--- config.mk ---
export PLATFORM = sky130hd
export DESIGN_NAME = sd_cmd_phy
export DESIGN_NICKNAME = d
export VERILOG_FILES = /design/src/rtl/sd_cmd_phy.sv
export SDC_FILE = /design/constraint.sdc
export NUM_CORES = 1
export LEC_CHECK = 0
export CAP_MARGIN = 20
export CORE_UTILIZATION = 42
export DETAILED_ROUTE_END_ITERATION = 10
export PLACE_DENSITY = 0.71
export SETUP_SLACK_MARGIN = 0.15
export SLEW_MARGIN = 20
export SYNTH_ARGS = -nofsm -noshare
export SYNTH_HDL_FRONTEND = slang
export SYNTH_SLANG_ARGS = --single-unit
--- constraint.sdc ---
create_clock -name SD_clk -period 4.3 [get_ports SD_clk]
set_input_delay 0.43 -clock SD_clk [delete_from_list [all_inputs] [get_ports SD_clk]]
set_output_delay 0.43 -clock SD_clk [all_outputs]
set_load 0.005 [all_outputs]
--- src/rtl/sd_cmd_phy.sv ---
// SD CMD-line engine: sends a 48-bit command frame with CRC7 and optionally receives a 48/136-bit response.
// Define SD_CMD_CRC_CHECK_EN to build the receive CRC7 check; otherwise rsp_crc_err is tied to 0.
module sd_cmd_phy #(
    parameter int NCR_MAX = 64,
    parameter int NCC     = 8
) (
    input  logic         SD_clk,
    input  logic         RST_L,
    input  logic         cmd_start,
    input  logic [5:0]   cmd_index,
    input  logic [31:0]  cmd_arg,
    input  logic [1:0]   rsp_type,
    input  logic         cmd_in,
    output logic         cmd_out,
    output logic         cmd_oe,
    output logic         cmd_busy,
    output logic         cmd_done,
    output logic         rsp_timeout,
    output logic         rsp_err,
    output logic         rsp_crc_err,
    output logic [5:0]   rsp_index,
    output logic [127:0] rsp_data
);
    localparam logic [7:0] NCR_LAST = 8'(NCR_MAX);
    localparam logic [7:0] GAP_LAST = 8'(NCC);

    typedef enum logic [2:0] {
        S_IDLE,
        S_SEND,
        S_WAIT,
        S_RECV,
        S_GAP,
        S_DONE
    } state_t;

    state_t       state, state_next;
    logic [7:0]   cnt, cnt_next;
    logic [1:0]   rtype;
    logic [39:0]  tx_hdr;
    logic [47:0]  tx_sr;
    logic [126:0] rx_sr;
    logic [127:0] rx_next;
    logic         rx_tbit;
    logic         accept, long_rsp, start_bit, wait_expired, rx_last, gap_last;

    function automatic logic [6:0] crc7_step(input logic [6:0] crc, input logic din);
        logic fb;
        fb = din ^ crc[6];
        return {crc[5:0], 1'b0} ^ (fb ? 7'h09 : 7'h00);
    endfunction

    function automatic logic [6:0] crc7_40(input logic [39:0] d);
        logic [6:0] c;
        c = '0;
        for (int i = 39; i >= 0; i--) begin
            c = crc7_step(c, d[i]);
        end
        return c;
    endfunction

    assign tx_hdr       = {2'b01, cmd_index, cmd_arg};
    assign accept       = ((state == S_IDLE) || (state == S_DONE)) && cmd_start;
    assign long_rsp     = (rtype == 2'b10);
    assign start_bit    = (state == S_WAIT) && !cmd_in;
    assign wait_expired = (state == S_WAIT) && cmd_in && (cnt == NCR_LAST);
    assign rx_last      = (state == S_RECV) && (cnt == (long_rsp ? 8'd135 : 8'd47));
    assign gap_last     = (state == S_GAP) && (cnt == GAP_LAST);
    // rx_next holds the newest bit in [0]; bits above the frame length are stale and never used.
    assign rx_next      = {rx_sr, cmd_in};

    assign cmd_oe   = (state == S_SEND);
    assign cmd_out  = (state == S_SEND) ? tx_sr[47] : 1'b1;
    assign cmd_busy = (state != S_IDLE) && (state != S_DONE);
    assign cmd_done = (state == S_DONE);

    always_ff @(posedge SD_clk) begin
        if (!RST_L) begin
            state <= S_IDLE;
            cnt   <= '0;
        end else begin
            state <= state_next;
            cnt   <= cnt_next;
        end
    end

    // cnt is the 1-based cycle number within SEND/WAIT/GAP and the bit number after the start bit in RECV.
    always_comb begin
        state_next = state;
        cnt_next   = cnt + 8'd1;
        unique case (state)
            S_IDLE, S_DONE: begin
                state_next = cmd_start ? S_SEND : S_IDLE;
                cnt_next   = 8'd1;
            end
            S_SEND: begin
                if (cnt == 8'd48) begin
                    state_next = (rtype == 2'b00) ? S_GAP : S_WAIT;
                    cnt_next   = 8'd1;
                end
            end
            S_WAIT: begin
                if (start_bit) begin
                    state_next = S_RECV;
                    cnt_next   = 8'd1;
                end else if (wait_expired) begin
                    state_next = S_GAP;
                    cnt_next   = 8'd1;
                end
            end
            S_RECV: begin
                if (rx_last) begin
                    state_next = S_GAP;
                    cnt_next   = 8'd1;
                end
            end
            S_GAP: begin
                if (gap_last) begin
                    state_next = S_DONE;
                end
            end
            default: begin
                state_next = S_IDLE;
                cnt_next   = 8'd1;
            end
        endcase
    end

    always_ff @(posedge SD_clk) begin
        if (!RST_L) begin
            rsp_timeout <= 1'b0;
            rsp_err     <= 1'b0;
            rsp_index   <= '0;
            rsp_data    <= '0;
        end else begin
            if (accept) begin
                rsp_timeout <= 1'b0;
                rsp_err     <= 1'b0;
            end
            if (wait_expired) begin
                rsp_timeout <= 1'b1;
            end
            if (rx_last) begin
                rsp_err <= rx_tbit | ~rx_next[0];
                if (long_rsp) begin
                    rsp_index <= '0;
                    rsp_data  <= rx_next;
                end else begin
                    rsp_index <= rx_next[45:40];
                    rsp_data  <= {96'b0, rx_next[39:8]};
                end
            end
        end
    end

    always_ff @(posedge SD_clk) begin
        if (accept) begin
            rtype <= rsp_type;
            tx_sr <= {tx_hdr, crc7_40(tx_hdr), 1'b1};
        end else if (state == S_SEND) begin
            tx_sr <= {tx_sr[46:0], 1'b1};
        end
        if (state == S_RECV) begin
            rx_sr <= rx_next[126:0];
            if (cnt == 8'd1) begin
                rx_tbit <= cmd_in;
            end
        end
    end

`ifdef SD_CMD_CRC_CHECK_EN
    logic [6:0] rx_crc;
    logic       crc_bad;
    logic       crc_span;

    // The start bit is 0 and leaves a zero CRC unchanged, so the 48-bit check begins at the transmission bit.
    assign crc_span = long_rsp ? ((cnt >= 8'd8) && (cnt <= 8'd127)) : (cnt <= 8'd39);

    always_ff @(posedge SD_clk) begin
        if (!RST_L) begin
            rsp_crc_err <= 1'b0;
            crc_bad     <= 1'b0;
        end else begin
            if (accept) begin
                rsp_crc_err <= 1'b0;
                crc_bad     <= 1'b0;
            end
            if (rx_last) begin
                crc_bad <= (rtype != 2'b11) && (rx_crc != rx_next[7:1]);
            end
            if (gap_last) begin
                rsp_crc_err <= crc_bad;
            end
        end
    end

    always_ff @(posedge SD_clk) begin
        if (start_bit) begin
            rx_crc <= '0;
        end else if ((state == S_RECV) && crc_span) begin
            rx_crc <= crc7_step(rx_crc, cmd_in);
        end
    end
`else
    assign rsp_crc_err = 1'b0;
`endif

endmodule
Yosys cells after proc, flatten, opt, wreduce, memory -nomap -nowiden
Index checks and enable logic that the tools add are counted.

cells by class
  add/subtract/negate cells = 1
  eq/ne operators = 16
  multiplexer cells = 60
  bitwise logic cells = 77
  reductions and logical operators = 18

operators with widths
  operator               count
  $xor A7 B4 Y7          36
  $mux W4                38
  $mux W128              1
  $mux W46               2
  $mux W8                5
  $xor A1 B1 Y1          35
  $pmux W8 S4            1
  $mux W3                6
  $pmux W3 S5            1
  $add A8 B1 Y8 const B  1
  $eq A8 B1 Y1 const B   1
  $eq A8 B4 Y1 const B   1
  $eq A8 B6 Y1 const B   1
  $eq A8 B7 Y1 const B   1
  $eq A8 B8 Y1           1
  $logic_and A1 B1 Y1    7
  $eq A3 B2 Y1 const B   2
  $eq A3 B3 Y1 const B   2
  $mux W6                1
  $ne A3 B3 Y1 const B   2
  $reduce_bool A2 Y1     3
  $xor A6 B4 Y6          1
  $mux W1                5
  $ne A2 B2 Y1 const B   2
  other kinds (15)       16

word-level totals
  register bits = 324
  bits of input ports = 44
  output and inout bits = 141
  logic and storage cells = 183

Longest topological paths before layout
Gate-level depths: netlist (run 1).

  depth after elaboration = 110
  depth in mapped cells = 10
  mapped depth without buffers = 8

Worst setup path after synthesis (run 1)
Ideal clock, no wire load.

  path kind = register -> register
  start point = register state[1]
  end point = register rx_tbit (enable)
  library setup time = 0.304 ns
  arrival time = 3.669 ns
  data required time = 3.996 ns
  path slack = 0.326 ns
  stages on the path, launching flop included = 5
  path buffers = 1
  clock period less this slack = 3.974 ns
  cells stage by stage = dfxtp_1 > clkbuf_1 > nand2_1 > inv_1 > and4b_1

on the way
  longest elaborated chain between the ends = 2

RTL lines
  item                         line  RTL
  start, declared              36    state_t state, state_next;
  start signal, assigned       81    state <= state_next;
  $eq A3 B2 Y1                 162   if (state == S_RECV) begin
  $reduce_and A2 Y1 (no line)  -
  end signal, assigned         165   rx_tbit <= cmd_in;
  end, declared                43    logic rx_tbit;

No other way between the ends.
A chain may end at the register's enable or synchronous reset.

Worst setup path after layout (run 1)
  start point = register rtype[0]
  end point = register rsp_data[37]

on the way
  longest elaborated chain between the ends = 4
  elaborated cells on any way between the ends = 5
  classes of those cells = eq/ne: 2; mux: 2; reduce/logical: 1

RTL lines
  item                    line  RTL
  start, declared         38    logic [1:0] rtype;
  start signal, assigned  157   rtype <= rsp_type;
  $eq A2 B2 Y1 *          63    assign long_rsp = (rtype == 2'b10);
  $mux W8                 66    assign rx_last = (state == S_RECV) && (cnt == (long_rsp ? 8'd135 : 8'd47));
  $eq A8 B8 Y1            66
  $logic_and A1 B1 Y1     66
  end signal, assigned    146   rsp_data <= rx_next;
  end signal, assigned    149   rsp_data <= {96'b0, rx_next[39:8]};
  end, declared           22    output logic [127:0] rsp_data

Mark *: on every way between the ends. The rest lies on a longest branch, timed or not.

==> results of run 1 <==
-- power groups by stage --
| stage | combinational [mW] | clock [mW] | sequential (mW) |
|---|---|---|---|
| after global placement | 1.70 | 0 | 3.86 |
| after CTS | 1.75 | 3.04 | 3.81 |
| after detailed placement | 1.74 | 0 | 3.88 |
| after global routing | 1.90 | 3.16 | 3.84 |
| after floorplan | 1.35 | 0 | 3.84 |
| final | 1.73 | 2.96 | 3.81 |
-- logic make-up after synthesis --
| family | count (synthesis) | share of synthesized area, % |
|---|---|---|
| AND/OR/NAND/NOR | 475 | 15.8 |
| flip-flops | 324 | 63.9 |
| AO/OA/AOI/OAI | 158 | 9.59 |
| buffers and inverters | 88 | 2.60 |
| XOR/XNOR | 65 | 7.47 |
| adder cells (fa/ha/maj) | 4 | 0.369 |
| multiplexers | 3 | 0.243 |
| other | 1 | 0.0291 |
-- worst reg2reg max path, delay by kind of cell (launching register included) --
kind / cells / cell delay (ps)
compound gates: 2 / 620
buf+inv: 2 / 870
flops: 1 / 440
simple gates: 4 / 1050
-- routing by layer --
metal,share of wire (%),wire length [µm]
met5,0.028,8
met4,2.0,588
met3,6.9,1990
met2,45,13100
met1,46,13200
-- per-stage QoR --
| stage | util (%) | hold slack (ps) | instances | total power, mW | area, µm² |
|---|---|---|---|---|---|
| floorplan | - | 426 | 1118 | 5.20 | 12900 |
| global placement | 50.3 | 427 | 1624 | 5.56 | 15100 |
| detailed placement | 50.3 | 433 | 1624 | 5.61 | 15100 |
| CTS | 54.1 | 449 | 1689 | 8.61 | 16200 |
| global route | 54.1 | 457 | 1690 | 8.89 | 16200 |
| finish | 54.1 | 449 | 1690 | 8.50 | 16200 |
-- layout make-up --
type	instances	area (µm²)	share of cell area, %
Multi-Input combinational cell	706	4350	26.8
Timing Repair Buffer	195	1940	12.0
Clock inverter	16	161	0.996
Clock buffer	49	990	6.11
Sequential cell	324	8240	50.8
Antenna cell	1	2.50	0.0154
Tap cell	390	488	3.01
Inverter	9	36.3	0.224
-- layout by cell type (no fill, tap or decap), types with 8 or more instances in the layout --
cell             synthesis  layout
nand3_1                138     138
nor2_1                  17      16
buf_4                    1      11
clkbuf_16                0      36
a21boi_0               103     103
edfxtp_1               175     175
dfxtp_1                149     149
clkbuf_1                75       9
xnor2_1                 30      30
xor2_1                   8       8
xnor3_1                 14      14
clkdlybuf4s50_1          0     182
o211a_1                 32      32
nand2_1                292     292
-- registers in the layout, summed over array words and instances (netlist names) --
register,count
rx_tbit,1
rsp_data,128
rx_sr,127
rtype,2
tx_sr,47
rsp_timeout,1
cnt,8
rsp_index,6
rsp_err,1
state,3
-- final timing paths --
kind	endpoint	slack [ps]	cells after the start
setup / recovery	rsp_data[37]	1230	8
hold / removal	rx_sr[62]	450	0
setup reg to reg	rsp_data[37]	1230	8
hold reg to reg	rx_sr[62]	450	0
==> metrics.md, run 1 <==
| Metric | Value |
|---|---|
| Distinct cells, synth | `51` |
| GPL Wtd Cong | `0.854` |
| Rel. slew slack | `32.4%` |
| Routed WL | `28,800 µm` |
| Fin. max-slew vios | `0` |
| Starting DRT DRC Count | `738` |
| Min-Delay Path Class | `flop to flop` |
| R2r startpoint | `rtype[0]` |
| Layout cells sized above 1 | `6.24%` |
| Hold Vio Cnt, Final | `0` |
| Async S/R FF share, synth | `0%` |
| Internal power | `6.27 mW` |
| Crit-path max cell delay | `730 ps` |
| Routed Antenna Nets | `0` |
| CTS Buffer Depth | `3` |
| Number of global-route vias before repair | `8,445` |
| Net Count, Synth | `1,165` |
| CTS clk-pin slew, worst paths | `60 ps` |
| DR DRC count | `0` |
| Die Ht | `177 µm` |
| I/O pins | `185` |
| Largest net degree at the start of global routing | `169` |
| Final worst path period need | `3070 ps` |
| Startpoint types | `flop` |
| H-tree levels | `2` |
| Top-count cell post-synth | `nand2_1` |
| Avg Vias per Cell | `5.21` |
| Max_cap viols | `0` |
| Vias | `8,806` |
| HPWL after detailed placement | `18,000 µm` |
| Max FO, Critical Path | `68` |
| Top area cells in the synthesized netlist | `edfxtp_1 (41%), dfxtp_1 (23%), nand2_1 (8.5%)` |
| Wire per inst | `17.0 µm` |
| Yosys reg bits | `324` |
| FP Rows | `63` |
| Grt peak-use layer | `met2` |
| Final WS setup | `1230 ps` |
| CP bufs+invs | `2` |
| Cell at the slowest stage of the critical path | `or2_4` |
| Core ar. | `0.0300 mm²` |
| Worst-Skew Late Latency | `520 ps` |
| Global route total overflow | `0` |
| CTS tree | `yes` |
| Syn avg cell area | `11.5 µm²` |
| Status | `finished, final reports clean` |
| Top cells by count, synth | `nand2_1 (292), edfxtp_1 (175), dfxtp_1 (149)` |
| Grt met2 use | `28.2%` |
| Seq/Total Area, Yosys | `63.9%` |
| Hold wc startpoint | `rx_sr[61]` |
| Worst-case vdd ir drop | `0.000503 V` |
| # setup viols final | `0` |
| Largest delay share family, worst path | `simple AND/OR/NAND/NOR gates` |
| Yosys warns | `0` |
| CTS Hold Buffers Added | `0` |
| CTS resizes | `0` |
| Gate power share | `20.3%` |
| Final Skew | `16.8 ps` |
| Number of synthesized flops with an enable pin | `175` |
| Area growth syn-to-layout | `25.7%` |
| Switching Share | `26.3%` |
| Clock power share | `34.8%` |
| Peak Freq | `0.325 GHz` |
| Met3 Track Usage GR | `3.63%` |
| Synthesized area | `0.0129 mm²` |
| TritonRoute pass-1 iters | `5` |
| LEAKAGE | `5.78 nW` |
| Total track usage | `18.3%` |
| Die area | `0.0314 mm²` |
| Top_reg_cell synth | `edfxtp_1` |
| RSZ-0062 raised after global routing | `no` |
| Cells after Synth | `1,118` |
| Initial Util | `43.1%` |
| Largest area contributor in the netlist | `edfxtp_1` |
| Die width | `177 µm` |
| Crit path DAT | `3500 ps` |
| Sw Pwr | `2.24 mW` |
| Worst Max-Slew Pin Slew | `1010 ps` |
| Worst path cell trace | `nor2b_4 -> buf_4 -> nor3_1 -> o2111ai_1 -> or2_4 -> buf_4 -> nand2_1 -> a21boi_0` |
| Most frequent CP cell | `buf_4` |
| P per Cell Area | `525 mW/mm²` |
| Share of the synthesized area in the top cell type | `40.7%` |
| TritonCTS Buffers | `36` |
| Worst Setup SP | `rtype[0]` |
| Final setup TNS | `0 ps` |
| Antenna violations before repair | `2` |
| Required @ worst endpoint | `4730 ps` |
| Fin crit share | `71.5%` |
| First-pass GRT wire length | `45,500 µm` |
| CTS sink count | `324` |
| Setup Fix Bufs, Post-CTS | `0` |
| Register share of total power | `44.9%` |
| Nets | `1,319` |
| GR Util met1 | `25.9%` |
| Crit end category | `flop` |
| Critical path class | `flop to flop` |
| Fill cell count | `2,566` |
| Port bufs | `183` |
| Root Driver | `clkbuf_16` |
| Post-Place Worst Slack | `896 ps` |
Power figures use the tool's default switching activity.
==> inputs of run 2 (changes only) <==
==> constraint.sdc (replaced) <==
create_clock -name SD_clk -period 2.79 [get_ports SD_clk]
set_input_delay 0.279 -clock SD_clk [delete_from_list [all_inputs] [get_ports SD_clk]]
set_output_delay 0.279 -clock SD_clk [all_outputs]
set_load 0.005 [all_outputs]
==> run 2 against run 1 <==
Effect of this change:
- final area increased by 2.1%
- sequential share of layout area decreased by 1.0 points
- core utilization is 1.1 points higher
- global-route usage about the same
- via count is 0.62% higher
- sequential power rose by 54%
- clock skew increased by 3.4 ps
- register-to-register slack worse by 770 ps
- non-clock buffer count increased by 34
- routed wire length down 0.48%
- critical path depth fell by 1
- die area unchanged
==> metrics.md, run 2 (synthesis results as in run 1) <==
| Metric | Value |
|---|---|
| Die width | `177 µm (unchanged)` |
| Crit-path max cell delay | `500 ps (-230 ps)` |
| Worst path cell trace | `clkdlybuf4s50_1 -> xnor3_1 -> xnor2_1 -> xnor2_1 -> xnor3_2 -> xnor3_1 -> mux2_2` |
| Max_cap viols | `0 (unchanged)` |
| Area after DPL | `0.0154 mm² (+2.3%)` |
| Global route total overflow | `0 (unchanged)` |
| Critical path class | `input port to flop` |
| Finished Cell Area | `0.0165 mm² (+2.1%)` |
| I/O pins | `185 (unchanged)` |
| HPWL after detailed placement | `18,600 µm (+3.1%)` |
| CTS Hold Buffers Added | `0 (unchanged)` |
| Min-Delay Path Class | `input port to flop` |
| Initial Util | `43.1% (unchanged)` |
| Layout cells sized above 1 | `9.08% (+2.8 points)` |
| Most frequent cells in the layout | `nand2_1 (291), clkdlybuf4s50_1 (182), edfxtp_1 (175)` |
| Fin crit share | `91.1%` |
| Die Ht | `177 µm (unchanged)` |
| Switching Share | `26.1% (-0.23 points)` |
| Startpoint types | `input port` |
| TritonRoute pass-1 iters | `5 (unchanged)` |
| Largest net degree at the start of global routing | `129 (-24%)` |
| Setup Fix Bufs, Post-CTS | `0 (unchanged)` |
| Core ar. | `0.0300 mm² (unchanged)` |
| Status | `finished, final reports clean` |
| Hold Vio Cnt, Final | `0 (unchanged)` |
| Routed WL | `28,700 µm (-0.48%)` |
| P per Cell Area | `805 mW/mm² (+53%)` |
| Total track usage | `18.3% (+0.031 points)` |
| Number of global-route vias before repair | `8,624 (+2.1%)` |
| RSZ-0062 raised after global routing | `no` |
| Clock power share | `33.7% (-1.1 points)` |
| Total power | `13.3 mW (+57%)` |
| Reg with most FFs | `rsp_data` |
| Flip-flop count of the largest register after layout | `128 (unchanged)` |
| Die area | `0.0314 mm² (unchanged)` |
| Sw Pwr | `3.47 mW (+55%)` |
| Port bufs | `183 (unchanged)` |
| Fin. max-slew vios | `0 (unchanged)` |
| Peak Freq | `0.394 GHz` |
| Worst-Skew Late Latency | `520 ps (about the same)` |
| Crit path DAT | `2800 ps (-700 ps)` |
| Root Driver | `clkbuf_16` |
| Rel. slew slack | `54.2% (+22 points)` |
| Worst-case vdd ir drop | `0.000562 V (+12%)` |
| Nets | `1,352 (+2.5%)` |
| Starting DRT DRC Count | `758 (+2.7%)` |
| Avg Vias per Cell | `5.15 (-1.2%)` |
| Commonest non-fill, non-tap cell in the layout | `nand2_1` |
| Final worst path period need | `2540 ps` |
| Largest regs | `rsp_data: 128 flops, rx_sr: 127 flops, tx_sr: 47 flops` |
| # setup viols final | `0 (unchanged)` |
| Diode count | `0 (-1)` |
| Max FO, Critical Path | `2 (-97%)` |
| CTS tree | `yes` |
| TritonCTS Buffers | `35 (-2.8%)` |
| CTS clk-pin slew, worst paths | `60 ps (about the same)` |
| GPL Wtd Cong | `0.859 (+0.60%)` |
| Wire per inst | `16.6 µm (-2.3%)` |
| Internal power | `9.85 mW (+57%)` |
| DR DRC count | `0 (unchanged)` |
| FP Rows | `63 (unchanged)` |
| CTS Buffer Depth | `3 (unchanged)` |
| Worst Max-Slew Pin Slew | `687 ps (-327 ps)` |
| CTS resizes | `0 (unchanged)` |
| First-pass GRT wire length | `45,700 µm (+0.58%)` |
| Register share of total power | `44.1% (-0.8 points)` |
| Crit end category | `flop` |
| LEAKAGE | `5.98 nW (+3.5%)` |
| H-tree levels | `2 (unchanged)` |
| Required @ worst endpoint | `3050 ps (-1680 ps)` |
| Area growth syn-to-layout | `28.3%` |
| Antenna violations before repair | `0 (-2)` |
| Final Skew | `20.2 ps (+3.38 ps)` |
| Vias | `8,861 (+0.62%)` |
| Cell at the slowest stage of the critical path | `clkdlybuf4s50_1` |
| CTS sink count | `324 (unchanged)` |
| Gate power share | `22.2% (+1.9 points)` |
| Routed Antenna Nets | `0 (unchanged)` |
-- run 2: per-stage QoR --
stage / std cells / hold WS [ps] / TNS (ps) / setup WS (ps) / util [%]
finish: 1722 / 324 / 0 / 250 / 55.2
CTS: 1722 / 299 / 0 / 211 / 55.2
global route: 1722 / 316 / 0 / 157 / 55.2
detailed placement: 1658 / 433 / -1720 / -305 / 51.4
global placement: 1658 / 426 / -1210 / -214 / 51.4
floorplan: 1118 / 378 / -3600 / -300 / -
-- run 2: final cells by class --
class	count	area [µm²]
Fill cell	2564	13400
Sequential cell	324	8240
Multi-Input combinational cell	706	4370
Timing Repair Buffer	229	2270
Clock buffer	54	1020
Tap cell	390	488
Clock inverter	10	116
Inverter	9	37.5
-- run 2: power by group through the flow --
stage	clock, mW	combinational, mW	sequential (mW)
floorplan	0	2.12	5.91
global placement	0	2.94	5.95
detailed placement	0	3.00	5.97
CTS	4.60	3.00	5.87
global route	4.79	3.23	5.92
finish	4.49	2.96	5.87
-- run 2: final timing paths --
path / start / end / slack, ps / depth (start not counted)
setup / recovery: cmd_index[1] / tx_sr[2] / 250 / 7
hold / removal: rsp_type[1] / rtype[1] / 320 / 1
setup reg to reg: rtype[0] / rsp_data[88] / 460 / 7
hold reg to reg: rx_sr[79] / rx_sr[80] / 440 / 0
-- run 2: worst max-delay path: cells and delay by family --
family,cells,cell delay [ps]
mux,1,260
xor+xnor,5,1760
buf+inv,1,500
-- run 2: metal layers --
| metal | track usage [%] | up-vias | routed length [µm] |
|---|---|---|---|
| met5 | 0 | - | 0 |
| met1 | 26.2 | 4288 | 13300 |
| met3 | 3.97 | 41 | 1850 |
| met2 | 28.1 | 263 | 13000 |
| li1 | - | 4269 | - |
| met4 | 4.85 | 0 | 490 |
==> inputs of run 3 (changes only) <==
--- a/config.mk
+++ b/config.mk
@@ -8,7 +8,7 @@
 export CAP_MARGIN = 20
 export CORE_UTILIZATION = 42
 export DETAILED_ROUTE_END_ITERATION = 10
-export PLACE_DENSITY = 0.71
+export PLACE_DENSITY = 0.79
 export SETUP_SLACK_MARGIN = 0.15
 export SLEW_MARGIN = 20
 export SYNTH_ARGS = -nofsm -noshare
==> run 3 against run 2 <==
Effect of this change:
- global-route usage increased by 0.44 points
- count of clock-buffer cells in the layout decreased by 4
- register-to-register slack got worse by 140 ps
- highest routed layer unchanged
==> metrics.md, run 3 (synthesis results as in run 1) <==
| Metric | Value |
|---|---|
| Status | `finished, final reports clean` |
| CTS Buffer Depth | `3 (unchanged)` |
| Min-Delay Path Class | `input port to flop` |
| Largest net degree at the start of global routing | `98 (-24%)` |
| Starting DRT DRC Count | `782 (+3.2%)` |
| Total track usage | `18.8% (+0.44 points)` |
| Antenna violations before repair | `0 (unchanged)` |
| TritonRoute pass-1 iters | `5 (unchanged)` |
| Reg with most FFs | `rsp_data` |
| Switching Share | `26.5% (+0.39 points)` |
| Avg Vias per Cell | `5.21 (+1.3%)` |
| Max_cap viols | `0 (unchanged)` |
| Nets | `1,352 (unchanged)` |
| Hold Vio Cnt, Final | `0 (unchanged)` |
| Number of global-route vias before repair | `8,534 (-1.0%)` |
| Worst Max-Slew Pin Slew | `860 ps (+174 ps)` |
| Peak Freq | `0.396 GHz (+0.51%)` |
| CTS tree | `yes` |
| CTS resizes | `0 (unchanged)` |
| Diode count | `0 (unchanged)` |
| Worst path cell trace | `clkdlybuf4s50_1 -> xnor3_2 -> buf_4 -> xnor2_4 -> xnor2_1 -> xnor3_2 -> xnor3_1 -> mux2_2` |
| P per Cell Area | `808 mW/mm² (+0.44%)` |
| Gate power share | `21.9% (-0.3 points)` |
| Commonest non-fill, non-tap cell in the layout | `nand2_1` |
| Most frequent cells in the layout | `nand2_1 (291), clkdlybuf4s50_1 (182), edfxtp_1 (175)` |
| Setup Fix Bufs, Post-CTS | `0 (unchanged)` |
| Routed WL | `29,500 µm (+3.0%)` |
| Core ar. | `0.0300 mm² (unchanged)` |
| Fin crit share | `90.6% (-0.47 points)` |
| Most frequent CP cell | `xnor3_2` |
| Flip-flop count of the largest register after layout | `128 (unchanged)` |
| I/O pins | `185 (unchanged)` |
| GPL Wtd Cong | `0.852 (-0.77%)` |
| Required @ worst endpoint | `3050 ps (about the same)` |
| CTS clk-pin slew, worst paths | `60 ps (about the same)` |
| Sw Pwr | `3.54 mW (+1.9%)` |
| Worst-case vdd ir drop | `0.000765 V (+36%)` |
| CTS sink count | `324 (unchanged)` |
| Initial Util | `43.1% (unchanged)` |
| FP Rows | `63 (unchanged)` |
| Die width | `177 µm (unchanged)` |
| Clock power share | `34.2% (+0.5 points)` |
| Total power | `13.4 mW (+0.39%)` |
| Fin. max-slew vios | `0 (unchanged)` |
| Final Skew | `24.4 ps (+4.16 ps)` |
| Crit path DAT | `2790 ps (about the same)` |
| Startpoint types | `input port` |
| Area growth syn-to-layout | `28.2% (about the same)` |
| H-tree levels | `2 (unchanged)` |
| Global route total overflow | `0 (unchanged)` |
| Wire per inst | `17.1 µm (+3.0%)` |
| Cell at the slowest stage of the critical path | `clkdlybuf4s50_1` |
| Critical path class | `input port to flop` |
| Rel. slew slack | `42.6% (-12 points)` |
| LEAKAGE | `5.98 nW (about the same)` |
| Crit-path max cell delay | `520 ps (+20 ps)` |
| Layout cells sized above 1 | `9.23% (+0.15 points)` |
| Root Driver | `clkbuf_16` |
| Port bufs | `183 (unchanged)` |
| Final setup TNS | `0 ps (unchanged)` |
| Routed Antenna Nets | `0 (unchanged)` |
| HPWL after detailed placement | `18,800 µm (+1.3%)` |
| First-pass GRT wire length | `46,300 µm (+1.3%)` |
| # setup viols final | `0 (unchanged)` |
| Largest regs | `rsp_data: 128 flops, rx_sr: 127 flops, tx_sr: 47 flops` |
| RSZ-0062 raised after global routing | `no` |
| Crit end category | `flop` |
| Register share of total power | `43.9% (-0.2 points)` |
| Post-layout util | `55.2% (about the same)` |
| TritonCTS Buffers | `35 (unchanged)` |
| CTS Hold Buffers Added | `0 (unchanged)` |
| Die area | `0.0314 mm² (unchanged)` |
| Vias | `8,977 (+1.3%)` |
| Max FO, Critical Path | `2 (unchanged)` |
| Die Ht | `177 µm (unchanged)` |
| Worst-Skew Late Latency | `530 ps (about the same)` |
| DR DRC count | `0 (unchanged)` |
| Internal power | `9.83 mW (-0.14%)` |
| Final worst path period need | `2530 ps (-13.0 ps)` |
run 3: cell types whose count changed in the layout (fill, tap and decap cells not counted), moves of 2 or more:
cell,delta
clkinv_4,+2
clkinv_1,+2
buf_12,-2
buf_4,+2
clkbuf_1,-4
run 3: path summary, 6_finish.rpt:
path / from / endpoint / slack [ps] / cells past startpoint
worst max-delay path: cmd_index[4] / tx_sr[2] / 260 / 8
worst min register to register: rx_sr[76] / rx_sr[77] / 440 / 0
worst max register to register: rtype[0] / rsp_data[45] / 320 / 8
worst min-delay path: RST_L / state[0] / 250 / 2
run 3: routing by layer:
layer / share of wire [%] / up-vias / GRT usage (%)
met5: 0 / - / 0
li1: - / 4264 / -
met2: 46 / 293 / 28.9
met4: 1.6 / 0 / 4.13
met1: 46 / 4386 / 27.4
met3: 6.7 / 34 / 3.44
run 3: area by class of cell:
| class | instances | area [µm²] |
|---|---|---|
| Inverter | 9 | 37.5 |
| Sequential cell | 324 | 8240 |
| Fill cell | 2519 | 13400 |
| Clock buffer | 50 | 1010 |
| Multi-Input combinational cell | 706 | 4370 |
| Tap cell | 390 | 488 |
| Timing Repair Buffer | 229 | 2250 |
| Clock inverter | 14 | 144 |
run 3: critical path: cells and delay by family:
family	cells	cell delay, ps
buffers and inverters	2	690
XOR/XNOR	5	1560
multiplexers	1	260
run 3: through the flow:
| step | hold slack (ps) | instance area, µm² | setup WS [ps] | std cells |
|---|---|---|---|---|
| after floorplan | 378 | 12900 | -300 | 1118 |
| after global placement | 430 | 15400 | -284 | 1658 |
| after detailed placement | 434 | 15400 | -300 | 1658 |
| after CTS | 225 | 16500 | 234 | 1722 |
| after global routing | 252 | 16500 | 171 | 1722 |
| final | 251 | 16500 | 263 | 1722 |
run 3: power by group through the flow:
stage	combinational, mW	clock, mW	sequential, mW
2_1_floorplan	2.12	0	5.91
3_3_place_gp	2.87	0	5.96
3_5_place_dp	2.95	0	5.97
4_1_cts	2.96	4.67	5.87
5_1_grt	3.20	4.85	5.92
6_report	2.93	4.57	5.87
